## src/rtl/logic_unit_arbiter.sv

```systemverilog
// logic_unit_arbiter: round-robin share of one registered bitwise logic unit between two requesters
// Ports:
//   clk                      rising-edge clock
//   rst                      asynchronous active-low reset
//   reqN_valid / reqN_ready  request handshake for requester N (ready only in IDLE)
//   reqN_op                  00 AND, 01 OR, 10 XOR, 11 NOT(a)
//   reqN_a / reqN_b          operands (b ignored for NOT)
//   resp_valid / resp_ready  response handshake
//   resp_data / resp_id      result and owning requester, held until accepted
//   busy                     high while an operation is in EXEC or RESP
module logic_unit_arbiter #(
  parameter int WIDTH = 16
) (
  input  logic             clk,
  input  logic             rst,
  input  logic             req0_valid,
  output logic             req0_ready,
  input  logic [1:0]       req0_op,
  input  logic [WIDTH-1:0] req0_a,
  input  logic [WIDTH-1:0] req0_b,
  input  logic             req1_valid,
  output logic             req1_ready,
  input  logic [1:0]       req1_op,
  input  logic [WIDTH-1:0] req1_a,
  input  logic [WIDTH-1:0] req1_b,
  output logic             resp_valid,
  input  logic             resp_ready,
  output logic [WIDTH-1:0] resp_data,
  output logic             resp_id,
  output logic             busy
);
  typedef enum logic [1:0] {IDLE, EXEC, RESP} state_t;
  state_t           state_q;
  logic             prio_q;
  logic [1:0]       op_q;
  logic [WIDTH-1:0] a_q;
  logic [WIDTH-1:0] b_q;
  logic             id_q;
  logic             resp_valid_q;
  logic [WIDTH-1:0] resp_data_q;
  logic             resp_id_q;
  logic             busy_q;
  logic             any_req;
  logic             gnt;
  logic             idle;
  logic [1:0]       op_sel;
  logic [WIDTH-1:0] a_sel;
  logic [WIDTH-1:0] b_sel;
  logic [WIDTH-1:0] result_d;
  always_comb begin
    any_req    = req0_valid | req1_valid;
    // prio only decides under contention; a lone requester always wins
    gnt        = (req0_valid & req1_valid) ? prio_q : req1_valid;
    // readies are masked while reset is held so every output reads 0
    idle       = rst & (state_q == IDLE) & any_req;
    req0_ready = idle & ~gnt;
    req1_ready = idle & gnt;
    op_sel     = gnt ? req1_op : req0_op;
    a_sel      = gnt ? req1_a : req0_a;
    b_sel      = gnt ? req1_b : req0_b;
    result_d   = (op_q == 2'b00) ? (a_q & b_q) :
                 (op_q == 2'b01) ? (a_q | b_q) :
                 (op_q == 2'b10) ? (a_q ^ b_q) : ~a_q;
  end
  always_ff @(posedge clk or negedge rst) begin
    if (!rst) begin
      state_q      <= IDLE;
      prio_q       <= 1'b0;
      op_q         <= '0;
      a_q          <= '0;
      b_q          <= '0;
      id_q         <= 1'b0;
      resp_valid_q <= 1'b0;
      resp_data_q  <= '0;
      resp_id_q    <= 1'b0;
      busy_q       <= 1'b0;
    end else begin
      case (state_q)
        IDLE: if (any_req) begin
          op_q    <= op_sel;
          a_q     <= a_sel;
          b_q     <= b_sel;
          id_q    <= gnt;
          prio_q  <= ~gnt;
          busy_q  <= 1'b1;
          state_q <= EXEC;
        end
        EXEC: begin
          resp_data_q  <= result_d;
          resp_id_q    <= id_q;
          resp_valid_q <= 1'b1;
          state_q      <= RESP;
        end
        RESP: if (resp_ready) begin
          resp_valid_q <= 1'b0;
          busy_q       <= 1'b0;
          state_q      <= IDLE;
        end
        default: state_q <= IDLE;
      endcase
    end
  end
  assign resp_valid = resp_valid_q;
  assign resp_data  = resp_data_q;
  assign resp_id    = resp_id_q;
  assign busy       = busy_q;
endmodule

```

## config.mk

```make
export PLATFORM = sky130hd
export DESIGN_NAME = logic_unit_arbiter
export DESIGN_NICKNAME = d
export VERILOG_FILES = /design/src/rtl/logic_unit_arbiter.sv
export SDC_FILE = /design/constraint.sdc
export NUM_CORES = 1
export LEC_CHECK = 0
export CORE_MARGIN = 3
export CORE_UTILIZATION = 53
export CTS_BUF_LIST = sky130_fd_sc_hd__clkbuf_8 sky130_fd_sc_hd__clkbuf_16
export CTS_CLUSTER_DIAMETER = 150
export CTS_CLUSTER_SIZE = 25
export DETAILED_ROUTE_END_ITERATION = 16
export PLACE_DENSITY_LB_ADDON = 0.05
export SYNTH_ARGS = -nofsm -noshare
export SYNTH_HDL_FRONTEND = slang
export SYNTH_SLANG_ARGS = --single-unit
export TNS_END_PERCENT = 50
```

## constraint.sdc

```tcl
create_clock -name clk -period 4.03 [get_ports clk]
set_input_delay 1.209 -clock clk [delete_from_list [all_inputs] [get_ports clk]]
set_output_delay 1.209 -clock clk [all_outputs]
set_load 0.1 [all_outputs]
```

==> results_dict.tcl, run 1 <==
set metrics [dict create \
    syn2layout_area_growth_pct 31.3 \
    synthesis.nets 432 \
    fp.dieH_um 89.0 \
    clk_pin_slew_ps 70 \
    setup_tns_ps 0 \
    fin_crit_sh 0.893 \
    yosys-top-cells-area "dfrtp_1 (39%), ha_1 (11%), mux4_1 (8.6%)" \
    post_cts_buffers 0 \
    htree_levels 3 \
    cts_resized 0 \
    gp_congestion 0.790 \
    cp-end-kind "primary output" \
    synth_enable_flop_cells 0 \
    path_class "input pin to primary output" \
    die_w_um 89.0 \
    drt_iter0_drc 82 \
    antenna_found_initial 0 \
    io-pin-count 94 \
    fmax_ghz 0.278 \
    hold_buffers 0 \
    seq_area_frac_synth 0.391 \
    grt.total_usage 0.244 \
    io_buffer_count 93 \
    antenna_cells 0 \
    crit_arrival_ps 2390 \
    synth_cells 327 \
    power.density_mw_per_mm2 862 \
    dp_hpwl_mm 5.97 \
    clock_tree.buffer_depth 2 \
    synth-seq-cells 57 \
    path_cells "clkdlybuf4s50_1 > nand2b_1 > nand2_1 > and3_1 > buf_12" \
    slowest_delay_ps 520 \
    cp_max_fo 3 \
    start_kind "input pin" \
    drive_gt1_frac 0.116 \
    drv_cap 0 \
    grt.overflow.total 0 \
    hold_viol 0 \
    leakage_nw 2.12 \
    syn_area_mm2 0.00365 \
    skew_ps 10.2 \
    synth_top_area_cell "dfrtp_1" \
    hold_slack_ps 475 \
    clk_root_buffer_cell "clkbuf_8" \
    die_area_mm2 0.00791 \
    drv_slew 0 \
    drt-total-wl_mm 9.30 \
    layout_common_cells "clkdlybuf4s50_1 (90), dfrtp_1 (57), inv_1 (55)" \
    power_w 0.00413 \
    hold_class "flop to flop" \
    rsz0062_at_grt "false" \
    grt_pass1_vias 2996 \
    worst_ir_drop_vdd_mv 0.543 \
    synth_top_area_frac 0.391 \
    postSynthAreaPerCell_um2 11.2 \
    ys.flop_type "dfrtp_1" \
    grt_pass1_wl_mm 14.7 \
    ys_warn_count 0 \
    critPathRequiredTime_ps 2820 \
    final_common_cell "clkdlybuf4s50_1" \
    outcome "finished, final reports clean" \
    grt_max_degree 48 \
    first_pass_iters 4 \
    viasPerCell 6.12 \
    setup_violations 0 \
    antenna_left 0 \
    worst_slew_pin_slew_ps 1080 \
    avgRoutedWirePerCell_um 19.0 \
    core-area_mm2 0.00649 \
    ys_types 27 \
    rows 29 \
    clock_sinks 57 \
    clock_latency_ps 330 \
    critPathSlowestCell "clkdlybuf4s50_1" \
    numCtsBuffers 9 \
    drc 0 \
    start_util 0.562 \
    synthArstFlopShare 1.00 \
    slew_headroom 0.282 \
    min_period_ps 3600 \
    final_nets 513 \
    vias 3000 \
    cts_tree "yes" \
]
==> final cells by class <==
class / count / area, um2
Clock buffer: 11 / 151
Clock inverter: 5 / 23.8
Fill cell: 482 / 1710
Inverter: 52 / 195
Multi-Input combinational cell: 187 / 1890
Sequential cell: 57 / 1430
Tap cell: 77 / 96.3
Timing Repair Buffer: 101 / 1010
==> Yosys cell counts (4+ instances only) <==
| cell type | n |
|---|---|
| mux4_1 | 12 |
| ha_1 | 32 |
| mux4_2 | 4 |
| a311oi_1 | 34 |
| mux2_2 | 16 |
| buf_2 | 9 |
| inv_1 | 52 |
| clkbuf_1 | 16 |
| dfrtp_1 | 57 |
| a2bb2oi_1 | 34 |
| o21ai_0 | 38 |
==> logic make-up (layout without fill, tap and decap cells) <==
| logic type | Yosys count | count (layout) | share of synthesized area |
|---|---|---|---|
| mux | 32 | 32 | 0.161 |
| flops | 57 | 57 | 0.391 |
| buf+inv | 83 | 169 | 0.0971 |
| compound gates | 110 | 110 | 0.222 |
| simple gates | 13 | 13 | 0.0196 |
| fa+ha+maj | 32 | 32 | 0.110 |
==> where the power goes <==
part / switching, W / internal (W)
registers: 0.000289 / 0.000869
clock network: 0.000225 / 0.000249
logic: 0.00145 / 0.00105
==> flip-flops by register name (all words and copies together) (netlist names) <==
| signal | cells |
|---|---|
| resp_id | 1 |
| resp_valid | 1 |
| state_q | 2 |
| busy | 1 |
| resp_data | 16 |
| b_q | 16 |
| op_q | 2 |
| prio_q | 1 |
| a_q | 16 |
| id_q | 1 |
==> worst max-delay path: cells and delay by family <==
| family | cells | cell delay (ps) |
|---|---|---|
| buffers and inverters | 2 | 700 |
| and+or+nand+nor | 3 | 470 |
==> layer usage <==
metal / GRT usage / up-vias / share of wire
li1: - / 1383 / -
met2: 0.394 / 108 / 0.50
met5: 0 / - / 0
met4: 0.0839 / 0 / 0.0098
met3: 0.0406 / 8 / 0.060
met1: 0.337 / 1501 / 0.43
==> worst paths after layout <==
check                                         start                       end  slack (ps)  cells after the start
worst max-delay path                     req0_valid                req0_ready         430                      5
worst min-delay path               busy$_DFFE_PN0P_          busy$_DFFE_PN0P_         470                      1
worst max register to register  op_q[1]$_DFFE_PN0P_  resp_data[4]$_DFFE_PN0P_        1990                      2
worst min register to register     busy$_DFFE_PN0P_          busy$_DFFE_PN0P_         470                      1
max in group asynchronous                       rst  resp_data[9]$_DFFE_PN0P_        2390                      2
min in group asynchronous                       rst    state_q[1]$_DFFE_PN0P_         740                      1
==> through the flow <==
| stage | worst slack [ps] | cells | utilization | area (um2) |
|---|---|---|---|---|
| CTS | 429 | 490 | 0.737 | 4790 |
| global route | 345 | 490 | 0.737 | 4790 |
| finish | 432 | 490 | 0.737 | 4790 |
| detailed placement | 437 | 474 | 0.710 | 4610 |
| floorplan | 228 | 327 | - | 3660 |
| global placement | 457 | 474 | 0.710 | 4610 |
Power figures use the tool's default switching activity.
==> run 2, diff against run 1 <==
--- a/config.mk
+++ b/config.mk
@@ -5,7 +5,6 @@
 export SDC_FILE = /design/constraint.sdc
 export NUM_CORES = 1
 export LEC_CHECK = 0
-export CORE_MARGIN = 3
 export CORE_UTILIZATION = 53
 export CTS_BUF_LIST = sky130_fd_sc_hd__clkbuf_8 sky130_fd_sc_hd__clkbuf_16
 export CTS_CLUSTER_DIAMETER = 150
==> run 2 against run 1 <==
Against the previous run: the run now ends with DRC left; critical path depth unchanged; critical path type unchanged; critical endpoint unchanged; first-iteration DRC count increased by 82%; clock skew decreased by 1.0 ps.
==> results_dict.tcl, run 2 (same netlist as run 1, synthesis figures left out) <==
set metrics [dict create \
    clk_root_buffer_cell "clkbuf_8" \
    setup_violations 0 \
    power.density_mw_per_mm2 885 \
    hold_viol 0 \
    outcome "finished with violations" \
    p_clk_frac 0.145 \
    drt_iter0_drc 149 \
    cts_resized 0 \
    core-area_mm2 0.00649 \
    clock_tree.buffer_depth 2 \
    post_cts_buffers 0 \
    grt.total_usage 0.287 \
    rows 29 \
    p_seq_frac 0.272 \
    grt_pass1_wl_mm 15.9 \
    pwr-share-comb 0.583 \
    avgRoutedWirePerCell_um 19.4 \
    crit_arrival_ps 2410 \
    rsz0062_at_grt "false" \
    drv_slew 0 \
    cp-end-kind "primary output" \
    clock_latency_ps 340 \
    cp_max_fo 3 \
    setup_tns_ps 0 \
    io_buffer_count 93 \
    grt_pass1_vias 3276 \
    violations "DRC" \
    vias 3077 \
    drv_cap 0 \
    path_class "input pin to primary output" \
    slew_headroom 0.293 \
    grt_max_degree 40 \
    skew_ps 9.20 \
    htree_levels 3 \
    internal-power_w 0.00230 \
    p_switching_w 0.00199 \
    io-pin-count 94 \
    numCtsBuffers 9 \
    syn2layout_area_growth_pct 32.7 \
    fp.dieH_um 85.0 \
    die_area_mm2 0.00722 \
    antenna_left 0 \
    die_w_um 85.0 \
    drive_gt1_frac 0.123 \
    worst_ir_drop_vdd_mv 0.586 \
    grt.overflow.total 0 \
    switching_share 0.464 \
    final_common_cell "clkdlybuf4s50_1" \
    dp_slack_ps 430 \
    first_pass_iters 11 \
    leakage_nw 2.14 \
    worst_slew_pin_slew_ps 1060 \
    viasPerCell 6.28 \
    power_w 0.00429 \
    hold_class "flop to flop" \
    antenna_cells 0 \
    clk_pin_slew_ps 70 \
    start_kind "input pin" \
    drc 5 \
    cts_tree "yes" \
    min_period_ps 3620 \
    hold_buffers 0 \
    clock_sinks 57 \
    start_util 0.562 \
    antenna_found_initial 0 \
    fin_util 0.745 \
    gp_congestion 0.782 \
    critPathRequiredTime_ps 2820 \
    dp_hpwl_mm 6.00 \
    fmax_ghz 0.276 \
    fin_crit_sh 0.898 \
    drt-total-wl_mm 9.50 \
    layout_common_cells "clkdlybuf4s50_1 (90), dfrtp_1 (57), inv_1 (52)" \
    finalWorstSetupSlack_ps 411 \
    final_nets 513 \
]
[run 2: cell count changes in the layout (fill, tap and decap cells not counted), sizes merged]
cell / before / now
inv: 55 / 52
bufinv: 0 / 2
clkinv: 1 / 2
[run 2: power by group through the flow]
stage	registers [W]	clock network [W]	logic [W]
floorplan	0.00173	0	0.00132
global placement	0.00116	0	0.00240
detailed placement	0.00117	0	0.00249
CTS	0.00117	0.000626	0.00251
global route	0.00121	0.000648	0.00269
finish	0.00117	0.000624	0.00250
[run 2: final timing paths]
| kind | startpoint | slack [ps] | endpoint | depth (start not counted) |
|---|---|---|---|---|
| max | req0_valid | 410 | req0_ready | 5 |
| min | resp_id$_DFFE_PN0P_ | 480 | resp_id$_DFFE_PN0P_ | 2 |
| max reg2reg | op_q[1]$_DFFE_PN0P_ | 2020 | resp_data[7]$_DFFE_PN0P_ | 2 |
| min reg2reg | resp_id$_DFFE_PN0P_ | 480 | resp_id$_DFFE_PN0P_ | 2 |
| max in group asynchronous | rst | 2720 | a_q[3]$_DFFE_PN0P_ | 2 |
| min in group asynchronous | rst | 910 | id_q$_DFFE_PN0P_ | 2 |
[run 2: routing by layer]
metal | GRT usage | vias to the layer above | part of all wire
li1 | - | 1385 | -
met4 | 0.133 | 0 | 0.026
met3 | 0.0447 | 22 | 0.061
met5 | 0 | - | 0
met2 | 0.467 | 133 | 0.49
met1 | 0.381 | 1537 | 0.42
[run 2: cell type report]
type                            count  area (um2)
Sequential cell                    57        1430
Fill cell                         462        1650
Clock buffer                       11         151
Multi-Input combinational cell    187        1890
Timing Repair Buffer              101        1010
Clock inverter                      5        77.6
Tap cell                           77        96.3
Inverter                           52         195
[run 2: stage by stage]
stage                     cell area, um2  cells  hold WS [ps]
after floorplan                     3660    327           489
after global placement              4610    474           464
after detailed placement            4610    474           474
after CTS                           4840    490           490
after global routing                4840    490           518
final                               4840    490           482
[run 2: critical path: stages]
cell             delay (ps)
clkdlybuf4s50_1         520
nand2b_1                100
nand2_1                 160
and3_1                  230
buf_12                  180
==> run 3, diff against run 2 <==
--- a/config.mk
+++ b/config.mk
@@ -5,6 +5,7 @@
 export SDC_FILE = /design/constraint.sdc
 export NUM_CORES = 1
 export LEC_CHECK = 0
+export CORE_MARGIN = 2
 export CORE_UTILIZATION = 53
 export CTS_BUF_LIST = sky130_fd_sc_hd__clkbuf_8 sky130_fd_sc_hd__clkbuf_16
 export CTS_CLUSTER_DIAMETER = 150
==> run 3 against run 2 <==
Against the previous run: the run now ends clean; die area grew 4.8%; clock-buffer cell count unchanged; register-to-register slack barely moved; critical endpoint unchanged.
==> results_dict.tcl, run 3 (same netlist as run 1, synthesis figures left out) <==
set metrics [dict create \
    vias 3042 \
    drv_slew 0 \
    cts_tree "yes" \
    clk_pin_slew_ps 70 \
    dp_hpwl_mm 5.96 \
    r2r-start "op_q[1]$_DFFE_PN0P_" \
    setup_tns_ps 0 \
    die_area_mm2 0.00756 \
    leakage_nw 2.15 \
    grt_pass1_vias 3101 \
    fmax_ghz 0.275 \
    hold_slack_ps 489 \
    cp-end-kind "primary output" \
    slew_headroom 0.342 \
    grt_max_degree 41 \
    clock_latency_ps 340 \
    clock_sinks 57 \
    crit_arrival_ps 2420 \
    stdcell_area_mm2 0.00486 \
    numCtsBuffers 9 \
    hold_class "flop to flop" \
    gp_congestion 0.796 \
    clock_tree.buffer_depth 2 \
    antenna_left 0 \
    final_common_cell "clkdlybuf4s50_1" \
    path_class "input pin to primary output" \
    drive_gt1_frac 0.126 \
    grt.overflow.total 0 \
    grt.total_usage 0.258 \
    startpoint "req0_valid" \
    critPathRequiredTime_ps 2820 \
    grt_pass1_wl_mm 15.0 \
    layout_common_cells "clkdlybuf4s50_1 (90), dfrtp_1 (57), inv_1 (52)" \
    dpl_cell_area_mm2 0.00463 \
    antenna_found_initial 0 \
    io_buffer_count 93 \
    avgRoutedWirePerCell_um 18.5 \
    min_period_ps 3630 \
    fin_cells 494 \
    viasPerCell 6.16 \
    rsz0062_at_grt "false" \
    htree_levels 3 \
    drc 0 \
    clk_root_buffer_cell "clkbuf_8" \
    antenna_cells 0 \
    hold_buffers 0 \
    setup_violations 0 \
    drv_cap 0 \
    start_kind "input pin" \
    drt-total-wl_mm 9.15 \
    worst_slew_pin_slew_ps 988 \
    final_nets 514 \
    dpl.cell_count 478 \
    hold_viol 0 \
    syn2layout_area_growth_pct 33.2 \
    worst_ir_drop_vdd_mv 0.485 \
    fin_crit_sh 0.902 \
    start_util 0.543 \
    core-area_mm2 0.00672 \
    io-pin-count 94 \
    power.density_mw_per_mm2 878 \
    drt_iter0_drc 187 \
    rows 30 \
    cp_max_fo 3 \
    outcome "finished, final reports clean" \
    first_pass_iters 4 \
    fp.dieH_um 87.0 \
    cts_resized 0 \
    post_cts_buffers 0 \
    die_w_um 87.0 \
    min_from "busy$_DFFE_PN0P_" \
    skew_ps 10.5 \
]
## run 3: worst max-delay path, stage by stage
cell and delay (ps):
clkdlybuf4s50_1 550, nand2b_1 100, nand2_1 150, and3_1 230
buf_12 190
## run 3: power breakdown
part           internal [W]  switching (W)
logic               0.00105        0.00143
registers          0.000869       0.000296
clock network      0.000380       0.000241
## run 3: worst paths after layout
check | depth (start not counted) | slack (ps) | to
hold reg to reg | 1 | 490 | busy$_DFFE_PN0P_
setup reg to reg | 2 | 2020 | resp_data[14]$_DFFE_PN0P_
max in group asynchronous | 2 | 2650 | a_q[5]$_DFFE_PN0P_
hold / removal | 1 | 490 | busy$_DFFE_PN0P_
min in group asynchronous | 2 | 870 | resp_data[13]$_DFFE_PN0P_
setup / recovery | 5 | 400 | req0_ready
## run 3: cell type report
type	instances	area (um2)
multi-input cells	187	1890
fillers	501	1860
flip-flops and latches	57	1430
repair buffers	102	1010
inverters	52	195
clock buffers	11	151
well taps	80	100
clock inverters	5	77.6
## run 3: layer usage
metal	up-vias	part of all wire	track usage	wire (um)
met2	116	0.50	0.433	4610
li1	1388	-	-	-
met5	-	0	0	0
met4	0	0.020	0.0923	186
met3	19	0.064	0.0502	585
met1	1519	0.41	0.331	3760
## run 3: stage by stage
step	setup slack (ps)	power (W)	util
after floorplan	228	0.00305	-
after global placement	422	0.00355	0.689
after detailed placement	398	0.00365	0.689
after CTS	399	0.00429	0.723
after global routing	326	0.00453	0.723
final	396	0.00426	0.723
==> RTL edit 1 (flow settings as in run 1) <==
Change the parameter `WIDTH` from 16 to 32.
--- a/src/rtl/logic_unit_arbiter.sv
+++ b/src/rtl/logic_unit_arbiter.sv
@@ -10,5 +10,5 @@
 //   busy                     high while an operation is in EXEC or RESP
 module logic_unit_arbiter #(
-  parameter int WIDTH = 16
+  parameter int WIDTH = 32
 ) (
   input  logic             clk,
Interface: changed (5 resized); port bits go from 94 to 174. The function was not compared with the original's and may differ.
==> RTL edit 1 against run 1 <==
- clock power up 65%
- routed wire length up 110%
- sequential cell count grew 48
- die area is 77% higher
- setup slack got worse by 100 ps
- worst hold slack better by 35 ps
- design area up 81%
- via count up 110%
- sequential share of layout area rose by 0.62 points
- power increased by 80%
- core utilization down 2.6 points
- synthesized area is 84% higher
- critical path depth up 1
- largest power group unchanged
- highest routed layer unchanged
==> RTL edit 1: results (changes against run 1) <==
[final_layout]
seq_cells=105  ; was 57
drive_gt1_frac=0.05282  ; was 0.1162
signal_buffers=184  ; was 101
inv_count=70  ; was 52
area_growth_syn_to_layout_pct=29.13  ; was 31.25%
buf_share=0.2091  ; was 0.2101
clockNetworkAreaShare=0.02878  ; was 0.03659
num_antenna_cells=1  ; was 0
nMultiInputCombCells=478  ; was 187
final_nets=1049  ; was 513

[place]
place.gp.congestion=0.8217  ; was 0.7901
dpl-instance-area_um2=8401  ; was 4612 µm²
dpl.hpwl_um=12210  ; was 5968 µm
port_buffers=173  ; was 93

[global_routing]
grtUsageMet3=0.07847  ; was 0.04055
grt_max_degree=77  ; was 48
grt_usage=0.2812  ; was 0.2442
grt_pass1_wl_um=32570  ; was 14680 µm
gr-usage-met2=0.4530  ; was 0.3941
antenna_found_initial=1  ; was 0
grt_pass1_vias=6440  ; was 2996
use_met1=0.3755  ; was 0.3373

[drt]
route.met2.wl_um=9378  ; was 4669 µm
firstDrtPassIters=5  ; was 4
m1WireLength_um=8274  ; was 3979 µm
dr_total_vias=6170  ; was 3000
wl_met3_um=1445  ; was 562 µm
routed_wl_um=19400  ; was 9302 µm
post_drt_via_cell_ratio=6.043  ; was 6.122
drt-initial-drc-count=709  ; was 82

[critical_path]
reg2reg_slack_ps=2010  ; was 1990 ps
critPathMaxStageDelay_ps=460  ; was 520 ps
reg2reg_to=resp_data[12]  ; was resp_data[4]
crit_arrival_ps=2490  ; was 2390 ps
rr_worst_depth=3  ; was 2

[power_and_ir_drop]
ir_drop_mv=0.6520  ; was 0.5432 mV

[clock_network]
cts-root-buf=clkbuf_16  ; was clkbuf_8

[worst_hold_path]
min-delay-start=id_q  ; was busy

[sta]
fin_ws_ps=327.6  ; was 431.9 ps
slew_headroom=0.2454  ; was 0.2815
hold_slack_ps=510.4  ; was 475.0 ps
skew_ps=6.049  ; was 10.24 ps

[run_status]
status=completed  ; unchanged

[logic_synthesis]
yosysSeqAreaShare=0.3922  ; was 0.3911
synth_commonest_cells=dfrtp_1 (105), o21ai_0 (69), a21oi_1 (68), inv_1 (68)  ; was dfrtp_1 (57), inv_1 (52), o21ai_0 (38), a2bb2oi_1 (34), a311oi_1 (34)

==> RTL edit 1: cell types whose count changed after synthesis, sizes merged, moves of 34 or more <==
cell     delta
a21oi      +66
a31oi      +66
nand3      +66
mux2i      +64
dfrtp      +48
a2bb2oi    -34
a311oi     -34
==> RTL edit 1: logic make-up (layout without fill, tap and decap cells) <==
family / after synthesis / after routing / share of synthesized area
AND/OR/NAND/NOR: 112 / 112 / 0.08497
flip-flops: 105 / 105 / 0.3922
AO/OA/AOI/OAI: 237 / 237 / 0.2138
other: 0 / 1 / 0
adder cells (fa/ha/maj): 64 / 64 / 0.1195
multiplexers: 65 / 65 / 0.09729
buffers and inverters: 143 / 269 / 0.09225
==> RTL edit 1: power breakdown <==
| part | switching (µW) | internal (µW) | leakage, µW |
|---|---|---|---|
| Clock | 379 | 404 | 0.000141 |
| Combinational | 2830 | 1560 | 0.00264 |
| Sequential | 643 | 1600 | 0.00122 |
==> RTL edit 2 (settings of run 1) <==
Without the edit above. Encoding of `state_t`: now one-hot (3 bits for 3 states).
--- a/src/rtl/logic_unit_arbiter.sv
+++ b/src/rtl/logic_unit_arbiter.sv
@@ -30,5 +30,5 @@
   output logic             busy
 );
-  typedef enum logic [1:0] {IDLE, EXEC, RESP} state_t;
+  typedef enum logic [2:0] {IDLE = 3'b001, EXEC = 3'b010, RESP = 3'b100} state_t;
   state_t           state_q;
   logic             prio_q;
Function: no difference found for any inputs over 10 cycles, from zero or initial values and one cycle with rst low; not proved beyond that.
==> RTL edit 2 against run 1 <==
- synthesized area shrank 6.8%
- final cell count is 6.7% lower
- clock skew fell by 1.7 ps
- power down 4.0%
- routed wire length shrank 12%
- sequential cell count is 1 higher
- setup slack got worse by 44 ps
- design area down 5.0%
- highest routed layer unchanged
==> RTL edit 2: results (changes against run 1) <==
[drt]
wl_met3_um=535  ; was 562 µm
drt-initial-drc-count=142  ; was 82
firstDrtPassIters=4  ; unchanged
dr_total_vias=2625  ; was 3000
maxUsedRoutingLayer=met4  ; unchanged
m1WireLength_um=3438  ; was 3979 µm
post_drt_via_cell_ratio=5.744  ; was 6.122
routed_wl_um=8193  ; was 9302 µm
route.met2.wl_um=4090  ; was 4669 µm

[logic_synthesis]
synthDistinctLibCells=28  ; was 27
avgSynthCellArea_um2=11.80  ; was 11.15 µm²
synth_commonest_cells=dfrtp_1 (57), inv_1 (49), a21oi_1 (35), a221o_1 (34), ha_1 (32)  ; was dfrtp_1 (57), inv_1 (52), o21ai_0 (38), a2bb2oi_1 (34), a311oi_1 (34)
synthTopCellsByArea=dfrtp_1 (42%), ha_1 (12%), mux4_2 (11%), a221o_1 (10%), mux2_2 (5.6%)  ; was dfrtp_1 (39%), ha_1 (11%), mux4_1 (8.6%), a2bb2oi_1 (8.2%), a311oi_1 (8.2%)
synth_ff_type=dfrtp_1  ; unchanged
yosysSeqAreaShare=0.4275  ; was 0.3911
yosysWarnings=0  ; unchanged
async_flop_share=1.000  ; unchanged
syn-num-nets=393  ; was 432

[run_status]
status=completed  ; unchanged

[clock_network]
clock_path_buffers=2  ; unchanged
htree_levels=3  ; unchanged
ctsResizeCount=0  ; unchanged
path_clk_slew_ps=60
cts_made_buffers=9  ; unchanged
cts_setup_buffers=0  ; unchanged
insertion_delay_ps=330  ; about the same
cts-root-buf=clkbuf_8  ; unchanged

[final_layout]
drive_gt1_frac=0.1597  ; was 0.1162
fill_cells=420  ; was 482
final_nets=482  ; was 513
num_antenna_cells=0  ; unchanged

[place]
place.gp.congestion=0.8215  ; was 0.7901
placed_cells=441  ; was 474
dpl-instance-area_um2=4364  ; was 4612 µm²
port_buffers=93  ; unchanged
place_ws_ps=379.6  ; was 436.5 ps
dpl.hpwl_um=5428  ; was 5968 µm

[global_routing]
grt_pass1_wl_um=13460  ; was 14680 µm
use_met1=0.3136  ; was 0.3373
antenna_found_initial=0  ; unchanged
gr-usage-met2=0.3819  ; was 0.3941
grt_max_degree=59  ; was 48
grt_pass1_vias=2806  ; was 2996
grt_usage=0.2352  ; was 0.2442
grtUsageMet3=0.04707  ; was 0.04055

[worst_hold_path]
whs_path_depth=1  ; unchanged
hold_path.class=reg2reg  ; unchanged

[power_and_ir_drop]
leakage_uw=0.002087  ; was 0.002125 µW
ir_drop_mv=0.7223  ; was 0.5432 mV

[critical_path]
crit_arrival_ps=2430  ; was 2390 ps
critPathMaxFanout=3  ; unchanged
rr_worst_depth=3  ; was 2

[sta]
slew_headroom=0.3007  ; was 0.2815
skew_ps=8.541  ; was 10.24 ps

-- RTL edit 2: changes by cell type after synthesis, moves of 12 or more --
cell | before | now
a21oi_1 | 2 | 35
a221o_1 | 0 | 34
a2bb2oi_1 | 34 | 0
a311oi_1 | 34 | 0
clkbuf_1 | 16 | 4
mux4_1 | 12 | 0
mux4_2 | 4 | 16
o21ai_0 | 38 | 2
-- RTL edit 2: critical path, stage by stage --
cell	delay [ps]
clkdlybuf4s50_1	470
nor2b_1	300
nor3b_4	90
and2_1	200
buf_12	170
-- RTL edit 2: logic make-up (layout without fill, tap and decap cells) --
logic type | Yosys count | after routing | synth area share
AND/OR/NAND/NOR | 23 | 23 | 0.04418
buffers and inverters | 68 | 162 | 0.08652
multiplexers | 33 | 33 | 0.1624
AO/OA/AOI/OAI | 74 | 74 | 0.1616
flip-flops | 58 | 58 | 0.4275
adder cells (fa/ha/maj) | 32 | 32 | 0.1178
-- RTL edit 2: worst paths after layout --
check	to	slack, ps	start
worst max-delay path	req1_ready	390	req0_valid
worst min-delay path	resp_data[9]	500	resp_data[9]
worst max register to register	resp_data[6]	2020	state_q[2]
worst min register to register	resp_data[9]	500	resp_data[9]
max in group asynchronous	state_q[2]	2410	rst
min in group asynchronous	b_q[4]	1120	rst
-- RTL edit 2: final cells by class --
cell class	count	area, µm²	area share
tap	75	93.84	0.02064
multi-input combinational	162	1658	0.3646
clock inverter	4	17.52	0.003853
sequential	58	1453	0.3195
inverter	49	183.9	0.04045
clock buffer	12	165.2	0.03632
timing repair buffer	97	975.9	0.2146
-- RTL edit 2: power by group --
part | total [µW] | internal (µW) | leakage (µW) | switching [µW]
combinational | 2350 | 977 | 0.00127 | 1380
clock | 492 | 267 | 0.000105 | 225
sequential | 1120 | 869 | 0.000711 | 249
